<file path="config.mk">
export PLATFORM = sky130hd
export DESIGN_NAME = id_ex_stage
export DESIGN_NICKNAME = d
export VERILOG_FILES = /design/src/rtl/id_ex_stage.sv
export SDC_FILE = /design/constraint.sdc
export NUM_CORES = 1
export LEC_CHECK = 0
export BUFFER_PORTS_ARGS = -buffer_cell sky130_fd_sc_hd__buf_2
export CAP_MARGIN = 20
export CORE_AREA = 3 3 109 111
export DETAILED_ROUTE_END_ITERATION = 7
export DIE_AREA = 0 0 112 114
export HOLD_SLACK_MARGIN = 0.12
export PLACE_DENSITY = 0.8
export SYNTH_ARGS = -nofsm -noshare
export SYNTH_HDL_FRONTEND = slang
export SYNTH_SLANG_ARGS = --single-unit
</file>
<file path="constraint.sdc">
create_clock -name clk -period 3.8 [get_ports clk]
set_input_delay 0.76 -clock clk [delete_from_list [all_inputs] [get_ports clk]]
set_output_delay 0.76 -clock clk [all_outputs]
set_load 0.02 [all_outputs]
</file>
<file path="src/rtl/id_ex_stage.sv">
// ID/EX pipeline register: operand-B select, RAW hazard resolution, bubbles, saturating stall counter.
// Optional feature macro: ID_EX_FORWARD_EN (forwarding with load-use-only stalls; interlock-only otherwise).
module id_ex_stage #(
  parameter int STALL_CNT_W = 16
) (
  input  logic                   clk,
  input  logic                   rst_n,
  input  logic                   id_valid,
  output logic                   id_ready,
  input  logic [3:0]             id_alu_ctr,
  input  logic [4:0]             id_rs,
  input  logic [4:0]             id_rt,
  input  logic [31:0]            id_rs_data,
  input  logic [31:0]            id_rt_data,
  input  logic [31:0]            id_imm,
  input  logic                   id_alu_src,
  input  logic [4:0]             id_rd,
  input  logic                   id_reg_write,
  input  logic                   id_mem_read,
  input  logic                   flush,
  input  logic [31:0]            ex_alu_out,
  input  logic [4:0]             mem_rd,
  input  logic                   mem_reg_write,
  input  logic [31:0]            mem_data,
  output logic                   ex_valid,
  output logic [3:0]             ex_alu_ctr,
  output logic [31:0]            ex_a,
  output logic [31:0]            ex_b,
  output logic [4:0]             ex_rd,
  output logic                   ex_reg_write,
  output logic                   ex_mem_read,
  output logic [STALL_CNT_W-1:0] stall_cnt
);

  typedef enum logic {RUN, STALL} state_t;

  typedef struct packed {
    logic [3:0]  alu_ctr;
    logic [31:0] a;
    logic [31:0] b;
    logic [4:0]  rd;
    logic        reg_write;
    logic        mem_read;
  } ex_pkt_t;

  state_t  state, state_n;
  ex_pkt_t pkt_d;
  logic ex_live, mem_live, rt_used;
  logic rs_ex, rt_ex, rs_mem, rt_mem;
  logic hazard, issue, stall_evt;
  logic [31:0] rs_val, rt_val;

  // Register 0 is excluded here, so it never matches a source.
  assign ex_live  = ex_valid & ex_reg_write & (ex_rd != 5'd0);
  assign mem_live = mem_reg_write & (mem_rd != 5'd0);
  assign rt_used  = ~id_alu_src;

  assign rs_ex  = ex_live  & (id_rs == ex_rd);
  assign rt_ex  = ex_live  & rt_used & (id_rt == ex_rd);
  assign rs_mem = mem_live & (id_rs == mem_rd);
  assign rt_mem = mem_live & rt_used & (id_rt == mem_rd);

`ifdef ID_EX_FORWARD_EN
  // EX wins over MEM; only a load in EX cannot be forwarded yet.
  assign hazard = ex_mem_read & (rs_ex | rt_ex);
  assign rs_val = rs_ex ? ex_alu_out : (rs_mem ? mem_data : id_rs_data);
  assign rt_val = rt_ex ? ex_alu_out : (rt_mem ? mem_data : id_rt_data);
`else
  logic unused_fwd;
  assign unused_fwd = ^{ex_alu_out, mem_data};
  assign hazard = rs_ex | rt_ex | rs_mem | rt_mem;
  assign rs_val = id_rs_data;
  assign rt_val = id_rt_data;
`endif

  assign id_ready  = ~rst_n | flush | ~(id_valid & hazard);
  assign issue     = id_valid & ~flush & ~hazard;
  assign stall_evt = id_valid & ~id_ready & ~flush;

  always_comb begin
    pkt_d           = '0;
    pkt_d.alu_ctr   = id_alu_ctr;
    pkt_d.a         = rs_val;
    pkt_d.b         = id_alu_src ? id_imm : rt_val;
    pkt_d.rd        = id_rd;
    pkt_d.reg_write = id_reg_write;
    pkt_d.mem_read  = id_mem_read;
  end

  always_comb begin
    state_n = state;
    case (state)
      RUN:     if (id_valid & hazard & ~flush) state_n = STALL;
      STALL:   if (flush | ~(id_valid & hazard)) state_n = RUN;
      default: state_n = RUN;
    endcase
  end

  always_ff @(posedge clk or negedge rst_n) begin
    if (!rst_n) state <= RUN;
    else        state <= state_n;
  end

  // Anything not issued becomes an all-zero bubble.
  always_ff @(posedge clk or negedge rst_n) begin
    if (!rst_n) begin
      ex_valid     <= 1'b0;
      ex_alu_ctr   <= '0;
      ex_a         <= '0;
      ex_b         <= '0;
      ex_rd        <= '0;
      ex_reg_write <= 1'b0;
      ex_mem_read  <= 1'b0;
    end else begin
      ex_valid     <= issue;
      ex_alu_ctr   <= issue ? pkt_d.alu_ctr   : 4'b0000;
      ex_a         <= issue ? pkt_d.a         : 32'd0;
      ex_b         <= issue ? pkt_d.b         : 32'd0;
      ex_rd        <= issue ? pkt_d.rd        : 5'd0;
      ex_reg_write <= issue & pkt_d.reg_write;
      ex_mem_read  <= issue & pkt_d.mem_read;
    end
  end

  always_ff @(posedge clk or negedge rst_n) begin
    if (!rst_n)                          stall_cnt <= '0;
    else if (stall_evt && ~&stall_cnt)   stall_cnt <= stall_cnt + {{(STALL_CNT_W-1){1'b0}}, 1'b1};
  end

endmodule

</file>
### Word-level counts from Yosys, hierarchy flattened

Cells that the tools add are included.

* register bits after elaboration: 92
* bits of input ports: 192
* output and inout bits: 93

* add/sub/neg operators: 1
* equality and inequality tests: 4
* muxes and demuxes: 5
* bitwise operators: 27
* reductions and logical operators: 5

Operator list (count)
* $mux 32: 3
* $eq 5x5->1: 4
* $add 16x1->16 const B: 1
* $and 1x1->1: 16
* $reduce_and 16->1: 1
* $reduce_bool 5->1: 2
* $not 1->1: 6
* $mux 5: 1
* $or 1x1->1: 5
* $mux 4: 1
* $logic_and 1x1->1: 1
* $logic_not 1->1: 1

### Logic depth before layout (Yosys ltp)

* word-level depth: 14
* gate-level depth with buffers: 9
* gate-level depth less buffers: 7

### Worst setup path after synthesis

Ideal clock, no wire load.

* path type: input to output
* start point: input mem_rd[1]
* end point: output id_ready
* arrival: 1.709 ns
* data required time: 3.040 ns
* setup slack: 1.331 ns
* stages on the path: 4
* buffers on the path: 0
* path through: or4_1 -> o21ai_1 -> o22ai_1 -> nand2b_1

* cells in the longest elaborated chain, start to end: 8

Ends and longest elaborated chain
* start, declared: RTL line 22 `input logic [4:0] mem_rd,`
* $reduce_bool 5->1: RTL line 55 `assign mem_live = mem_reg_write & (mem_rd != 5'd0);`
* $and 1x1->1: RTL line 55
* $and 1x1->1, on equally long branches: RTL line 60, 61
* $or 1x1->1 / $and 1x1->1 (equally long branches): RTL line 71, 61
* $or 1x1->1 *: RTL line 71 `assign hazard = rs_ex | rt_ex | rs_mem | rt_mem;`
* $and 1x1->1 *
* $not 1->1 *
* $or 1x1->1 *: RTL line 76 `assign id_ready = ~rst_n | flush | ~(id_valid & hazard);`
* end, declared: RTL line 9 `output logic id_ready,`

Mark *: on every way between the ends. The rest lies on a longest branch, timed or not.

### Worst setup path after layout

* start point: input id_rt[0]
* end point: output id_ready

* cells in the longest elaborated chain, start to end: 8

Ends and longest elaborated chain
* start, declared: RTL line 12 `input logic [4:0] id_rt,`
* $eq 5x5->1: RTL line 59 `assign rt_ex = ex_live & rt_used & (id_rt == ex_rd);`
* $and 1x1->1: RTL line 59
* $or 1x1->1 (2 in series): RTL line 71
* $or 1x1->1 *: RTL line 71
* $and 1x1->1 *
* $not 1->1 *
* $or 1x1->1 *: RTL line 76

Marks and branches as above.

==> summary by stage <==
Drt
The count of routing violations after the opening detailed-route iteration is 103. The via-per-instance ratio is 4.53. The total wire length is 10.1 mm. The first TritonRoute pass finished after 4 iterations. Dividing the detail-routed wire length by the instance count gives 15.1 um. After detailed routing, the number of remaining DRC violations is 0. Detailed routing inserted a total of 3,033 vias. Once detail routing completed, the nets flagged for antenna violations numbered 0.

Synthesis
The xor/xnor share of the synthesized area is 8.20%. In the post-synthesis netlist, the biggest area contributors are sky130_fd_sc_hd__dfrtp_1, sky130_fd_sc_hd__mux2i_1, sky130_fd_sc_hd__and2_1. The synthesized area is 3740 sq um. By area, the combinational part of the netlist is dominated by simple AND/OR/NAND/NOR gates. Yosys printed 0 warnings. The arithmetic-cell share of the synthesized area counting full adders, half adders and majority gates is 0.335%.

The dominant cell type by area after synthesis is sky130_fd_sc_hd__dfrtp_1. Counting flops and latches in the post-synthesis netlist gives 92. The synthesized area per cell is 12.4 sq um. The share of synthesized cell area in and, or, nand and nor gates is 16.6%. Of the synthesized area, sequential elements account for 61.6%.

The share of cell area taken by muxes after synthesis is 8.87%. The number of distinct library cells after synthesis is 30. The compound-gate portion of the synthesized area is 1.94%. The proportion of register bits with asynchronous set or reset after synthesis is 100%. Yosys mapped a number of flops with a built-in enable equal to 0. The net count of the mapped netlist is 495.

In the synthesized netlist the dominant register cell turns out to be sky130_fd_sc_hd__dfrtp_1. The share of synthesized area in the top cell type comes to 61.6%. In the synthesized netlist, the number of instances is 302.

Clocking
The clock latency reported for the late side of the worst-skew pair is 370 ps. The clock tree root buffer cell is sky130_fd_sc_hd__clkbuf_8. For this design, the sink count on the clock tree is 92. The number of buffers on the longest clock path is 2. The TritonCTS clock tree is yes. After clock tree synthesis, the flow added hold-fix buffers numbering 0.

TritonCTS created 9 clock buffers. The number of H-tree levels is 3. Clock-pin slew was measured on the worst setup and hold paths at 90 ps.

The setup fix buffers added after clock tree synthesis is 0. The post-cts repair resize count is 0.

STA
The final setup TNS is 0 ps. The worst pin sits at a relative slew slack of 55.7%. The final hold violation count came to 0.

For this run, the top clock speed supported by timing is 0.366 GHz. Setup violations remaining at the end of the flow were counted as 0. In the finished design, the share of the clock period the worst path needs comes to 72.0%. The clock skew after layout is 11.6 ps. The final number of max-transition violations is 0.

After layout, the minimum clock period comes to 2730 ps. The actual transition at the worst max-transition pin is 664 ps. Setup repair after global routing left no endpoint under its margin.

Layout
The number of antenna repair diodes is 0. The finished layout holds 669 standard cells, fillers aside. At the end of the flow, the number of nets in the layout was 717. The final standard cell area without fillers is 5160 sq um. The number of filler instances in the final layout is 979. From synthesis to final layout, the design area changed by 38.0%. The post-route netlist has 45.9% of its cells at a drive strength greater than 1.

Worst setup path
The required time of the worst setup path is 3040 ps. The type of the setup path with the least slack is in2out. The arrival time of data at the critical path endpoint is 1970 ps. The maximum fanout encountered on the critical timing path is 2. The kind of start point of the critical path is an input port.

The element type at the critical path end is a primary output.

Power
The leakage component of the power is 2.96 nW. The completed layout was analyzed and its total power is 1.99 mW. Across the VDD grid, the largest voltage drop is 221 uV. The power density over cell area is 385 nW/um^2.

Die
The chip width is 112 um. The floorplan die area is 12,800 sq um. 285 I/O pins were placed. The placeable core area is 10,900 sq um. The initialized floorplan defines 38 standard-cell rows. The starting density of the core is 34.3%. The vertical die dimension is 114 um.

GRT
The first global-routing pass estimated 16.3 mm of wire. The number of antenna violations at the first check in global routing is 0. After global routing the overflow that remains totals 0. The combined global-route utilization of all metal layers is 16.4%. The via count of the first global-routing pass is 3,358. The pin count of the biggest net entering global routing is 55.

Placed design
During placement, the flow inserted port buffers numbering 220. After detailed placement, the total cell area comes to 4960 sq um. Counting tap cells, the placed design contains a total of 653 instances. Routability-driven placement finished with a final weighted congestion of 0.870. After legalization and detailed placement, the total HPWL measured 7.93 mm.

Job
Across the run, the number of max-cap violations was 0.

Min path
The tightest min-delay check is of the in2async type.

Outcome
The run finished with clean final reports.
[state kept, by name, indices dropped and copies added (netlist names)]
register,flops
ex_reg_write,1
ex_b,32
ex_mem_read,1
ex_a,32
ex_rd,5
stall_cnt,16
ex_valid,1
ex_alu_ctr,4
[synthesized netlist by cell type (2+ instances only)]
cell / count
sky130_fd_sc_hd__nor2_1: 42
sky130_fd_sc_hd__o32a_1: 2
sky130_fd_sc_hd__xor2_1: 15
sky130_fd_sc_hd__or4_1: 2
sky130_fd_sc_hd__dfrtp_1: 92
sky130_fd_sc_hd__nand2_1: 7
sky130_fd_sc_hd__clkbuf_1: 4
sky130_fd_sc_hd__xnor2_1: 20
sky130_fd_sc_hd__and2_1: 43
sky130_fd_sc_hd__nand4_1: 4
sky130_fd_sc_hd__nor3_1: 3
sky130_fd_sc_hd__nand2b_1: 2
sky130_fd_sc_hd__buf_2: 5
sky130_fd_sc_hd__a311o_1: 2
sky130_fd_sc_hd__and3_1: 2
sky130_fd_sc_hd__nand3_1: 9
sky130_fd_sc_hd__buf_6: 4
sky130_fd_sc_hd__mux2i_1: 32
[where the power goes]
group,internal (mW),switching (mW)
clock network,0.310,0.358
logic,0.124,0.161
registers,1.02,0.0173
total,1.45,0.537
[layout by cell type (no fill, tap or decap), types with 3 or more instances in the layout]
cell type and count:
sky130_fd_sc_hd__and2_1 43, sky130_fd_sc_hd__buf_2 219, sky130_fd_sc_hd__buf_4 5, sky130_fd_sc_hd__clkbuf_8 9, sky130_fd_sc_hd__dfrtp_1 92, sky130_fd_sc_hd__inv_6 4
sky130_fd_sc_hd__mux2i_1 32, sky130_fd_sc_hd__nand2_1 7, sky130_fd_sc_hd__nand3_1 9, sky130_fd_sc_hd__nand4_1 4, sky130_fd_sc_hd__nor2_1 42, sky130_fd_sc_hd__nor3_1 3
sky130_fd_sc_hd__xnor2_1 20, sky130_fd_sc_hd__xor2_1 15
[routing by layer]
| layer | track usage, % | part of all wire [%] | vias to the layer above |
|---|---|---|---|
| met5 | 0 | 0 | - |
| met4 | 8.89 | 3.0 | 0 |
| met3 | 5.52 | 8.5 | 25 |
| met2 | 27.9 | 51 | 149 |
| met1 | 18.3 | 38 | 1426 |
| li1 | - | - | 1433 |
[stage by stage]
stage / setup WS (ps) / hold slack (ps) / util (%)
after floorplan: 1330 / 464 / -
after global placement: 1010 / 465 / 45.6
after detailed placement: 991 / 484 / 45.6
after CTS: 1060 / 351 / 47.4
after global routing: 915 / 377 / 47.4
final: 1070 / 351 / 47.4
[critical path, stage by stage]
cell and delay (ps):
sky130_fd_sc_hd__buf_2 120, sky130_fd_sc_hd__xnor2_1 150, sky130_fd_sc_hd__nand4_1 120, sky130_fd_sc_hd__o32a_1 370, sky130_fd_sc_hd__o22ai_1 220, sky130_fd_sc_hd__nand2b_1 70, sky130_fd_sc_hd__buf_2 160
[layout make-up]
class / instances / area, sq um / share of cell area, %
clock buffer: 10 / 128 / 2.47
clock inverter: 6 / 68.8 / 1.33
inverter: 1 / 8.76 / 0.170
multi-input combinational: 196 / 1340 / 26.0
sequential: 92 / 2300 / 44.6
tap: 140 / 175 / 3.39
timing repair buffer: 224 / 1130 / 22.0
[kinds of logic after synthesis]
group / after synthesis
adder cells (fa/ha/maj): 1
flip-flops: 92
buffers and inverters: 14
XOR/XNOR: 35
AO/OA/AOI/OAI: 8
multiplexers: 33
AND/OR/NAND/NOR: 119
[worst paths after layout]
path | slack (ps) | to | cells past startpoint | start
setup / recovery | 1070 | id_ready | 7 | id_rt[0]
max in group asynchronous | 2400 | ex_b[23]$_DFF_PN0_ | 2 | rst_n
hold / removal | 350 | stall_cnt[9]$_DFFE_PN0P_ | 1 | rst_n
hold reg to reg | 490 | stall_cnt[5]$_DFFE_PN0P_ | 1 | stall_cnt[5]$_DFFE_PN0P_
min in group clk | 490 | stall_cnt[5]$_DFFE_PN0P_ | 1 | stall_cnt[5]$_DFFE_PN0P_
setup reg to reg | 1430 | ex_a[16]$_DFF_PN0_ | 6 | ex_rd[1]$_DFF_PN0_
(Power assumes the default switching activity.)
